`src/rtl/ping_pong_merger_pkg.sv`:
```
// Shared constants, FSM encoding and packet-length helper for the ping-pong merger.
package ping_pong_merger_pkg;

  localparam int unsigned DEFAULT_DW     = 512;
  localparam int unsigned BYTES_PER_BEAT = DEFAULT_DW / 8;

  typedef enum logic {
    SEL0 = 1'b0,
    SEL1 = 1'b1
  } sel_state_e;

  // Beats per packet, clamped to at least one so a tiny PACKET_SIZE still frames.
  function automatic logic [15:0] expected_beats(input logic [15:0] packet_size,
                                                 input int unsigned bytes_per_beat = BYTES_PER_BEAT);
    logic [15:0] beats;
    beats = 16'(32'(packet_size) / bytes_per_beat);
    return (beats == 16'd0) ? 16'd1 : beats;
  endfunction

endpackage

```
`src/rtl/ping_pong_merger_if.sv`:
```
// AXI-Stream style handshake bundle used for the merger's inputs and output.
interface ping_pong_merger_if
  import ping_pong_merger_pkg::*;
#(
  parameter int unsigned DW = DEFAULT_DW
);

  logic [DW-1:0] tdata;
  logic          tlast;
  logic          tvalid;
  logic          tready;

  modport master (output tdata, output tlast, output tvalid, input tready);
  modport slave  (input tdata, input tlast, input tvalid, output tready);

endinterface

```
`src/rtl/ping_pong_merger_axis_out_reg.sv`:
```
// Single-register stream output stage; loads whenever empty or being drained.
module ping_pong_merger_axis_out_reg
  import ping_pong_merger_pkg::*;
#(
  parameter int unsigned DW = DEFAULT_DW
) (
  input  logic          clk,
  input  logic          resetn,
  input  logic          src_valid,
  input  logic [DW-1:0] src_data,
  input  logic          src_last,
  output logic          load_c,
  output logic [DW-1:0] dst_data,
  output logic          dst_last,
  output logic          dst_valid,
  input  logic          dst_ready
);

  assign load_c = !dst_valid || dst_ready;

  // Payload only updates on an actual accept; valid drops when loading nothing.
  always_ff @(posedge clk or negedge resetn) begin
    if (!resetn) begin
      dst_valid <= 1'b0;
      dst_data  <= '0;
      dst_last  <= 1'b0;
    end else if (load_c) begin
      dst_valid <= src_valid;
      if (src_valid) begin
        dst_data <= src_data;
        dst_last <= src_last;
      end
    end
  end

endmodule

```
`src/rtl/ping_pong_merger.sv`:
```
// Reassembles one frame stream by taking packet groups alternately from two inputs.
module ping_pong_merger
  import ping_pong_merger_pkg::*;
#(
  parameter int unsigned DW = DEFAULT_DW
) (
  input  logic               clk,
  input  logic               resetn,
  ping_pong_merger_if.slave  AXIS_IN0,
  ping_pong_merger_if.slave  AXIS_IN1,
  ping_pong_merger_if.master AXIS_OUT,
  input  logic [15:0]        PACKET_SIZE,
  input  logic [31:0]        PACKETS_PER_GROUP,
  input  logic               CLEAR,
  output logic               ACTIVE_INPUT,
  output logic [31:0]        GROUP_COUNT,
  output logic               LENGTH_ERR
);

  localparam int unsigned BPB = DW / 8;

  sel_state_e    state;
  sel_state_e    state_next;
  logic          load;
  logic          accept;
  logic          last_accept;
  logic          group_done;
  logic          len_bad;
  logic          sel_valid;
  logic          sel_last;
  logic [DW-1:0] sel_data;
  logic [15:0]   beats_e;
  logic [15:0]   beat_cnt;
  logic [31:0]   pkts_p;
  logic [31:0]   pkt_cnt;

  assign beats_e     = expected_beats(PACKET_SIZE, BPB);
  assign pkts_p      = (PACKETS_PER_GROUP == 32'd0) ? 32'd1 : PACKETS_PER_GROUP;
  assign accept      = sel_valid && load;
  assign last_accept = accept && sel_last;
  // >= keeps the arbiter moving even if the group size is lowered mid-group.
  assign group_done  = last_accept && (pkt_cnt >= pkts_p);
  assign len_bad     = sel_last ? (beat_cnt != beats_e) : (beat_cnt >= beats_e);

  always_ff @(posedge clk or negedge resetn) begin
    if (!resetn) state <= SEL0;
    else         state <= state_next;
  end

  always_comb begin
    state_next = state;
    case (state)
      SEL0: if (group_done) state_next = SEL1;
      SEL1: if (group_done) state_next = SEL0;
    endcase
  end

  // Only the selected input ever sees ready; the other is never sampled.
  always_comb begin
    ACTIVE_INPUT    = 1'b0;
    AXIS_IN0.tready = 1'b0;
    AXIS_IN1.tready = 1'b0;
    sel_valid       = AXIS_IN0.tvalid;
    sel_last        = AXIS_IN0.tlast;
    sel_data        = AXIS_IN0.tdata;
    case (state)
      SEL0: AXIS_IN0.tready = load;
      SEL1: begin
        ACTIVE_INPUT    = 1'b1;
        AXIS_IN1.tready = load;
        sel_valid       = AXIS_IN1.tvalid;
        sel_last        = AXIS_IN1.tlast;
        sel_data        = AXIS_IN1.tdata;
      end
    endcase
  end

  // Beat position saturates at E on overlong packets; packet index wraps per group.
  always_ff @(posedge clk or negedge resetn) begin
    if (!resetn) begin
      beat_cnt <= 16'd1;
      pkt_cnt  <= 32'd1;
    end else if (accept) begin
      if (sel_last)                 beat_cnt <= 16'd1;
      else if (beat_cnt >= beats_e) beat_cnt <= beats_e;
      else                          beat_cnt <= 16'(beat_cnt + 16'd1);
      if (sel_last)                 pkt_cnt  <= (pkt_cnt >= pkts_p) ? 32'd1 : 32'(pkt_cnt + 32'd1);
    end
  end

  always_ff @(posedge clk or negedge resetn) begin
    if (!resetn) begin
      GROUP_COUNT <= 32'd0;
      LENGTH_ERR  <= 1'b0;
    end else if (CLEAR) begin
      GROUP_COUNT <= 32'd0;
      LENGTH_ERR  <= 1'b0;
    end else begin
      if (group_done)        GROUP_COUNT <= 32'(GROUP_COUNT + 32'd1);
      if (accept && len_bad) LENGTH_ERR  <= 1'b1;
    end
  end

  ping_pong_merger_axis_out_reg #(.DW(DW)) u_out_reg (
    .clk       (clk),
    .resetn    (resetn),
    .src_valid (sel_valid),
    .src_data  (sel_data),
    .src_last  (sel_last),
    .load_c    (load),
    .dst_data  (AXIS_OUT.tdata),
    .dst_last  (AXIS_OUT.tlast),
    .dst_valid (AXIS_OUT.tvalid),
    .dst_ready (AXIS_OUT.tready)
  );

endmodule

```
`src/flat_wrapper.sv`:
```
// flat-port wrapper written by rule: the top's interface ports become plain ports
module ping_pong_merger_flat import ping_pong_merger_pkg::*;
#(
  parameter int unsigned DW = DEFAULT_DW
)
  (clk, resetn, PACKET_SIZE, PACKETS_PER_GROUP, CLEAR, ACTIVE_INPUT, GROUP_COUNT, LENGTH_ERR, AXIS_IN0_tdata, AXIS_IN0_tlast, AXIS_IN0_tvalid, AXIS_IN0_tready, AXIS_IN1_tdata, AXIS_IN1_tlast, AXIS_IN1_tvalid, AXIS_IN1_tready, AXIS_OUT_tdata, AXIS_OUT_tlast, AXIS_OUT_tvalid, AXIS_OUT_tready);
  ping_pong_merger_if #(.DW(DW)) AXIS_IN0_i ();
  ping_pong_merger_if #(.DW(DW)) AXIS_IN1_i ();
  ping_pong_merger_if #(.DW(DW)) AXIS_OUT_i ();
  input  logic clk;
  input  logic resetn;
  input  logic [15:0] PACKET_SIZE;
  input  logic [31:0] PACKETS_PER_GROUP;
  input  logic CLEAR;
  output logic ACTIVE_INPUT;
  output logic [31:0] GROUP_COUNT;
  output logic LENGTH_ERR;
  input wire logic [$bits(AXIS_IN0_i.tdata)-1:0] AXIS_IN0_tdata;
  input wire logic [$bits(AXIS_IN0_i.tlast)-1:0] AXIS_IN0_tlast;
  input wire logic [$bits(AXIS_IN0_i.tvalid)-1:0] AXIS_IN0_tvalid;
  output wire logic [$bits(AXIS_IN0_i.tready)-1:0] AXIS_IN0_tready;
  input wire logic [$bits(AXIS_IN1_i.tdata)-1:0] AXIS_IN1_tdata;
  input wire logic [$bits(AXIS_IN1_i.tlast)-1:0] AXIS_IN1_tlast;
  input wire logic [$bits(AXIS_IN1_i.tvalid)-1:0] AXIS_IN1_tvalid;
  output wire logic [$bits(AXIS_IN1_i.tready)-1:0] AXIS_IN1_tready;
  output wire logic [$bits(AXIS_OUT_i.tdata)-1:0] AXIS_OUT_tdata;
  output wire logic [$bits(AXIS_OUT_i.tlast)-1:0] AXIS_OUT_tlast;
  output wire logic [$bits(AXIS_OUT_i.tvalid)-1:0] AXIS_OUT_tvalid;
  input wire logic [$bits(AXIS_OUT_i.tready)-1:0] AXIS_OUT_tready;
  assign AXIS_IN0_i.tdata = AXIS_IN0_tdata;
  assign AXIS_IN0_i.tlast = AXIS_IN0_tlast;
  assign AXIS_IN0_i.tvalid = AXIS_IN0_tvalid;
  assign AXIS_IN0_tready = AXIS_IN0_i.tready;
  assign AXIS_IN1_i.tdata = AXIS_IN1_tdata;
  assign AXIS_IN1_i.tlast = AXIS_IN1_tlast;
  assign AXIS_IN1_i.tvalid = AXIS_IN1_tvalid;
  assign AXIS_IN1_tready = AXIS_IN1_i.tready;
  assign AXIS_OUT_tdata = AXIS_OUT_i.tdata;
  assign AXIS_OUT_tlast = AXIS_OUT_i.tlast;
  assign AXIS_OUT_tvalid = AXIS_OUT_i.tvalid;
  assign AXIS_OUT_i.tready = AXIS_OUT_tready;
  ping_pong_merger #(.DW(DW)) u_core (.clk(clk), .resetn(resetn), .AXIS_IN0(AXIS_IN0_i), .AXIS_IN1(AXIS_IN1_i), .AXIS_OUT(AXIS_OUT_i), .PACKET_SIZE(PACKET_SIZE), .PACKETS_PER_GROUP(PACKETS_PER_GROUP), .CLEAR(CLEAR), .ACTIVE_INPUT(ACTIVE_INPUT), .GROUP_COUNT(GROUP_COUNT), .LENGTH_ERR(LENGTH_ERR));
endmodule
```
`config.mk`:
```
export PLATFORM = sky130hd
export DESIGN_NAME = ping_pong_merger_flat
export DESIGN_NICKNAME = d
export VERILOG_FILES = /design/src/rtl/ping_pong_merger_pkg.sv /design/src/rtl/ping_pong_merger_if.sv /design/src/rtl/ping_pong_merger_axis_out_reg.sv /design/src/rtl/ping_pong_merger.sv /design/src/flat_wrapper.sv
export SDC_FILE = /design/constraint.sdc
export NUM_CORES = 1
export LEC_CHECK = 0
export CORE_AREA = 2 2 633 635
export CTS_CLUSTER_DIAMETER = 40
export DETAILED_ROUTE_END_ITERATION = 10
export DIE_AREA = 0 0 635 637
export PLACE_DENSITY = 0.36
export SLEW_MARGIN = 10
export SYNTH_ARGS = -nofsm -noshare
export SYNTH_HDL_FRONTEND = slang
export SYNTH_HIERARCHICAL = 1
export SYNTH_SLANG_ARGS = --single-unit
```
`constraint.sdc`:
```
create_clock -name clk -period 3.9 [get_ports clk]
set_clock_uncertainty 0.1 [all_clocks]
set_input_delay 1.17 -clock clk [delete_from_list [all_inputs] [get_ports clk]]
set_output_delay 1.17 -clock clk [all_outputs]
set_load 0.02 [all_outputs]
```
==> results.md, run 1 <==
- Leading area contributor after synthesis: dfrtp_1
- Post-synth top area share: 48.4%
- Final Hold Vio Count: 0
- Part of the power in registers: 26.7%
- Combinational share of power: 24.8%
- Initial DRC count: 1,125
- Fillers: 44,300
- Slew Viols, Final: 0
- Number of flops mapped to enable cells by yosys: 0
- Status: finished clean
- Synth area leaders: dfrtp_1 (48%), mux2_2 (20%), mux2_1 (17%)
- Post-synthesis mux area share: 38.0%
- Via-to-Cell Ratio: 2.90
- Synth async-reset ratio: 100%
- Crit Path Max Fanout: 31
- R2R cell count: 4
- Sw Pwr: 9370 uW
- Die Y: 637 um
- Port-buffer cells: 1,623
- Critical path arrival: 4.51 ns
- First-pass GRT wire length: 353 mm
- Via Count: 27,500
- Placer Congestion: 0.932
- Drt pass-1 iters: 4
- Post-synthesis compound-gate area fraction: 2.68%
- Worst path required time: 4.54 ns
- MaxCap Viol Count: 0
- LEAKAGE: 0.0225 uW
- Synth Warn #: 6
- Clock power share: 48.5%
- Die ar.: 404,000 sq um
- Avg Inst Size Synth: 13.5 sq um
- WS Path Type: input pin to register
- Simple-gate share of the synthesized area: 4.22%
- Synth Area in Adders: 1.83%
- CTS Hold Buffers Added: 0
- Endpoints failing setup: 0
- Final core utilization: 15.0%
- Reg clk slew, reported paths: 0.05 ns
- Antenna violations before repair: 105
- Worst reg-to-reg setup slack: 0.93 ns
- Max IR drop VDD: 308 uV
- I/O Pins: 1,630
- Tot GR Track Use: 13.7%
- RSZ-0062 raised after global routing: false
- DRC: 0
- CTS tree: yes
- HPWL reported at the end of detailed placement: 252 mm
- Slew @ Worst Pin: 0.934 ns
- Deepest clock path buffer count: 4
- Sequential element share of the synthesized area: 48.6%
- Netlist Area Pre-Place: 30,700 sq um
- Clk Latency, worst-skew pair: 0.81 ns
- Yosys cell types: 56
- Starting Density: 7.72%
- Tot Pwr: 29,100 uW
- Largest net degree at the start of global routing: 113
- Wire per inst: 30.1 um
- Cell Int Power: 19,800 uW
- Max frequency: 0.259 GHz
- Final ANT Viol Nets: 0
- Switching part of the total power: 32.2%
- Remaining Overflow, GRT: 0
- Net Count, Synth: 3,398
- Worst hold path class: input pin to async pin
- #FFs+latches synth: 596
- Layout area overhead: 94.5%
- Final wirelength: 286 mm
- Mapped Cells: 2,273
- Clk sink count: 596
- Power density cells: 488 nW/um^2
- CTS buffer count: 163
- Setup crit end kind: register
- Vias in the first global route: 29,300
- Rows: 232
- Core outline area: 398,000 sq um
- Xor/xnor share of the synthesized area: 0.969%
- Crit start category: input pin
- Fraction of layout cells with a size suffix above 1: 24.5%
- Ys flop type: dfrtp_1
- Clock Root Buffer: clkbuf_16
- Max_slew headroom: 37.6%
- Post-CTS Setup Inserts: 0
- Die W: 635 um
- Resized cells post-CTS: 2
- Fin crit period: 3.86 ns
- H-tree Lvls: 4
- Largest family of logic cells by synthesized area: multiplexers
- Final period utilization: 99.0%
- Layout Nets: 5,197
[cells in the final DEF (no fill, tap or decap), drive strengths merged, types with 20 or more instances in the layout]
cell type / instances
a21oi: 51
and3: 20
buf: 186
bufinv: 22
clkbuf: 203
clkdlybuf4s50: 1585
clkinv: 47
dfrtp: 594
diode: 21
ha: 45
inv: 56
mux2: 1026
nand2: 38
nand3: 29
nand4: 30
nor2: 49
o21ai: 27
xor2: 22
[cell families after synthesis]
family | Yosys count
AOI/OAI and AO/OA | 131
xor gates and xnor gates | 34
adders and majority gates | 45
buffers and inverters | 192
DFF | 596
muxes | 1038
and+or+nand+nor | 237
[registers in the layout (all words and copies together), names as in the netlist]
| signal | flops |
|---|---|
| u_core/pkt_cnt | 32 |
| u_core/GROUP_COUNT | 32 |
| u_core/beat_cnt | 16 |
| u_core/state | 1 |
| u_core/u_out_reg/dst_last | 1 |
| u_core/u_out_reg/dst_data | 512 |
| u_core/LENGTH_ERR | 1 |
| u_core/u_out_reg/dst_valid | 1 |
[cell usage after synthesis, types with 4 or more instances]
master     instances
nor4_1            11
nand3_1           29
o2bb2ai_1          7
o31ai_1           17
nor2b_1            8
ha_1              45
and3_1            20
xor2_1            22
nand4_1           29
inv_1             53
nand2_1           37
mux2_2           556
mux2_1           470
buf_2             10
buf_6             55
buf_1              8
nor2_1            49
or3_1             11
and2_1             7
mux2i_1           12
or4_1             17
clkbuf_1          66
a21o_1             4
o21ai_0           26
a21oi_1           51
dfrtp_1          594
xnor2_1           12
[power groups by stage]
| stage | registers [uW] | logic (uW) | clock network (uW) |
|---|---|---|---|
| after floorplan | 8570 | 1300 | 0 |
| final | 7770 | 7230 | 14100 |
| after detailed placement | 7860 | 7500 | 0 |
| after global placement | 7830 | 7500 | 0 |
| after CTS | 7780 | 7540 | 14600 |
| after global routing | 7880 | 7640 | 14900 |
[cell type report]
type / count / area [sq um] / area share [%]
clock buffer: 203 / 4430 / 7.41
clock inverter: 87 / 1270 / 2.13
sequential: 596 / 14900 / 25.0
inverter: 53 / 199 / 0.333
tap: 5265 / 6590 / 11.0
timing repair buffer: 1773 / 17600 / 29.5
antenna: 21 / 52.6 / 0.0880
multi-input combinational: 1485 / 14700 / 24.6
[per-stage QoR]
| step | cell area, sq um | setup WS, ns | std cells | hold WS (ns) | TNS, ns |
|---|---|---|---|---|---|
| 5_1_grt | 59700 | 0.00552 | 9468 | 0.221 | 0 |
| 4_1_cts | 59700 | 0.0655 | 9462 | 0.213 | 0 |
| 3_5_place_dp | 54000 | -0.651 | 9172 | 0.380 | -41.21 |
| 3_3_place_gp | 54000 | -0.671 | 9172 | 0.375 | -44.75 |
| 6_report | 59700 | 0.0384 | 9483 | 0.256 | 0 |
| 2_1_floorplan | 30700 | 0.204 | 2273 | 0.381 | 0 |
[final timing paths]
path | start | endpoint
min in group clk | u_core/u_out_reg/dst_data[176] | u_core/u_out_reg/dst_data[176]
setup reg to reg | u_core/state | u_core/u_out_reg/dst_data[370]
hold / removal | resetn | u_core/u_out_reg/dst_data[18]
setup / recovery | PACKETS_PER_GROUP[24] | u_core/pkt_cnt[19]
hold reg to reg | u_core/u_out_reg/dst_data[176] | u_core/u_out_reg/dst_data[176]
max in group asynchronous | resetn | u_core/u_out_reg/dst_data[113]
[per-layer routing]
layer  GRT usage (%)  vias up  share of wire [%]
met3            5.49      305                9.3
met2            24.1     1224                 50
met1            15.1    14000                 38
met5               0        -               0.13
li1                -    12000                  -
met4            3.45       60                2.6
[critical path, cell delays in order]
cell	delay, ns
clkdlybuf4s50_1	0.50
nor4_1	0.40
nand4_1	0.19
o21bai_1	0.19
ha_1	0.24
nand2b_1	0.15
a211oi_1	0.27
o21ai_0	0.17
a211o_1	0.36
buf_4	0.17
a31o_2	0.26
buf_4	0.24
nor2_1	0.15
No activity file was read; power rests on OpenSTA's default activity.
==> inputs of run 2 (changes only) <==
Settings changed: PLACE_DENSITY 0.36 to 0.31.
==> run 2 against run 1 <==
Against the previous run: combinational power barely moved; non-clock buffer count down 9; highest routed layer unchanged; global-route usage rose by 0.094 points; routed wire length is 0.84% higher; sequential cell count did not move; die area unchanged.
==> results.md, run 2 (synthesized netlist as in run 1, its figures left out) <==
- Status: finished clean
- Max FFs per register: 512 (unchanged)
- Crit start category: input pin
- CTS tree: yes
- Final core utilization: 15.2% (+0.21 points)
- WS Path Type: input pin to primary output
- Largest net degree at the start of global routing: 107 (-5.3%)
- Max frequency: 0.265 GHz (+2.4%)
- Most frequent cells in the layout: clkdlybuf4s50_1 (1,590), dfrtp_1 (593), mux2_2 (556)
- Top flop regs: u_core/u_out_reg/dst_data (512), u_core/GROUP_COUNT (32), u_core/pkt_cnt (32)
- First-pass GRT wire length: 355 mm (+0.55%)
- CP max stage cell: clkdlybuf4s50_1
- Placer Congestion: 0.956 (+2.6%)
- CTS buffer count: 181 (+11%)
- Critical-path cell list: clkdlybuf4s50_1, nand2b_4, nor2b_1, clkdlybuf4s50_1
- Placed Area: 53,900 sq um (-0.22%)
- Deepest clock path buffer count: 4 (unchanged)
- Slew Viols, Final: 0 (unchanged)
- Remaining Overflow, GRT: 0 (unchanged)
- Wire per inst: 30.3 um (+0.47%)
- Clock Root Buffer: clkbuf_16
- Drt pass-1 iters: 5 (+1)
- MaxCap Viol Count: 0 (unchanged)
- Endpoints failing setup: 0 (unchanged)
- Die ar.: 404,000 sq um (unchanged)
- HPWL reported at the end of detailed placement: 253 mm (+0.67%)
- Setup WS post-layout: 0.130 ns (+0.0918 ns)
- Biggest register: u_core/u_out_reg/dst_data
- Final Hold Vio Count: 0 (unchanged)
- Reg clk slew, reported paths: 0.04 ns (about the same)
- Max IR drop VDD: 315 uV (+2.5%)
- Slew @ Worst Pin: 0.855 ns (-0.0784 ns)
- Tot GR Track Use: 13.8% (+0.094 points)
- Clk Latency, worst-skew pair: 0.81 ns (about the same)
- Post-Layout Cell Count: 9,518 (+0.37%)
- Setup crit end kind: primary output
- Vias in the first global route: 29,300 (-0.027%)
- Layout Nets: 5,206 (+0.17%)
- Antenna violations before repair: 101 (-3.8%)
- Port-buffer cells: 1,623 (unchanged)
- H-tree Lvls: 4 (unchanged)
- RSZ-0062 raised after global routing: false
- DRC: 0 (unchanged)
- Core outline area: 398,000 sq um (unchanged)
- Most common cell after layout, fill and taps aside: clkdlybuf4s50_1
- Final ANT Viol Nets: 0 (unchanged)
- Pre-CTS setup slack: -0.732 ns (-0.0813 ns)
- Worst hold path class: input pin to async pin
- Clk sink count: 596 (unchanged)
- Crit Path Max Fanout: 3 (-90%)
- Critical path arrival: 2.50 ns (-2.01 ns)
- Starting Density: 7.72% (unchanged)
- Placed cells: 9,157 (-0.16%)
- Via Count: 27,400 (-0.57%)
- Rows: 232 (unchanged)
- Die Y: 637 um (unchanged)
- Final instance area: 60,600 sq um (+1.4%)
- Initial DRC count: 1,265 (+12%)
- CTS Hold Buffers Added: 0 (unchanged)
- Final wirelength: 288 mm (+0.84%)
- I/O Pins: 1,630 (unchanged)
- Fin crit period: 3.77 ns (-0.0918 ns)
- Tot Pwr: 30,900 uW (+6.0%)
- Worst path required time: 2.63 ns (-1.91 ns)
- Power density cells: 510 nW/um^2 (+4.6%)
- Fraction of layout cells with a size suffix above 1: 24.9% (+0.44 points)
- Most common cell on crit path: clkdlybuf4s50_1
- Final period utilization: 96.7% (-2.4 points)
- Max_slew headroom: 43.0% (+5.4 points)
- Via-to-Cell Ratio: 2.88 (-0.93%)
- Die W: 635 um (unchanged)
- Crit-path max cell delay: 0.63 ns (+0.13 ns)
- Layout area overhead: 97.2%
- LEAKAGE: 0.0229 uW (+1.8%)
run 2: changes by cell type in the layout (fill, tap and decap cells not counted), moves of 5 or more:
cell | before | now
clkbuf_8 | 20 | 41
clkbuf_16 | 163 | 183
bufinv_16 | 22 | 29
clkinv_4 | 8 | 0
clkdlybuf4s50_1 | 1585 | 1590
buf_4 | 160 | 145
diode_2 | 21 | 26
run 2: worst max-delay path: cells and delay by family:
family	cells	cell delay (ns)
and+or+nand+nor	2	0.26
buffers and inverters	2	1.08
run 2: cell type report:
| cell class | instances | area [sq um] |
|---|---|---|
| Multi-Input combinational cell | 1485 | 14700 |
| Clock buffer | 243 | 5170 |
| Inverter | 53 | 199 |
| Clock inverter | 86 | 1370 |
| Timing Repair Buffer | 1764 | 17600 |
| Sequential cell | 596 | 14900 |
| Fill cell | 44400 | 337000 |
| Antenna cell | 26 | 65.1 |
| Tap cell | 5265 | 6590 |
run 2: path summary, 6_finish.rpt:
kind	from	end	slack [ns]	cells past startpoint
worst max-delay path	AXIS_OUT_tready	AXIS_IN0_tready	0.13	4
worst min-delay path	resetn	u_core/u_out_reg/dst_data[4]	0.19	1
worst max register to register	u_core/state	u_core/GROUP_COUNT[15]	0.81	10
worst min register to register	u_core/u_out_reg/dst_data[498]	u_core/u_out_reg/dst_data[498]	0.38	1
max in group asynchronous	resetn	u_core/u_out_reg/dst_data[97]	2.39	3
min in group clk	u_core/u_out_reg/dst_data[498]	u_core/u_out_reg/dst_data[498]	0.38	1
run 2: power breakdown:
group / switching [uW] / total [uW] / internal (uW) / leakage (uW)
Combinational: 4010 / 7200 / 3190 / 0.0125
Sequential: 677 / 7740 / 7060 / 0.00713
Clock: 4810 / 16000 / 11200 / 0.00319
run 2: timing repair:
action | in CTS | in global routing
buffers inserted | 2 | 1
setup endpoints to repair | 1 | 63
cloned | 0 | 3
gates resized for setup | 0 | 1
pin swaps | 0 | 2
run 2: per-stage QoR:
step	TNS [ns]	hold WS, ns
after floorplan	0	0.381
after global placement	-49.46	0.375
after detailed placement	-47.57	0.380
after CTS	0	0.131
after global routing	0	0.147
final	0	0.187
run 2: layer usage:
| layer | GRT usage (%) | part of all wire, % |
|---|---|---|
| met3 | 4.35 | 7.1 |
| met1 | 15.8 | 40 |
| met2 | 24.7 | 51 |
| met5 | 0 | 0.15 |
| met4 | 2.94 | 2.2 |
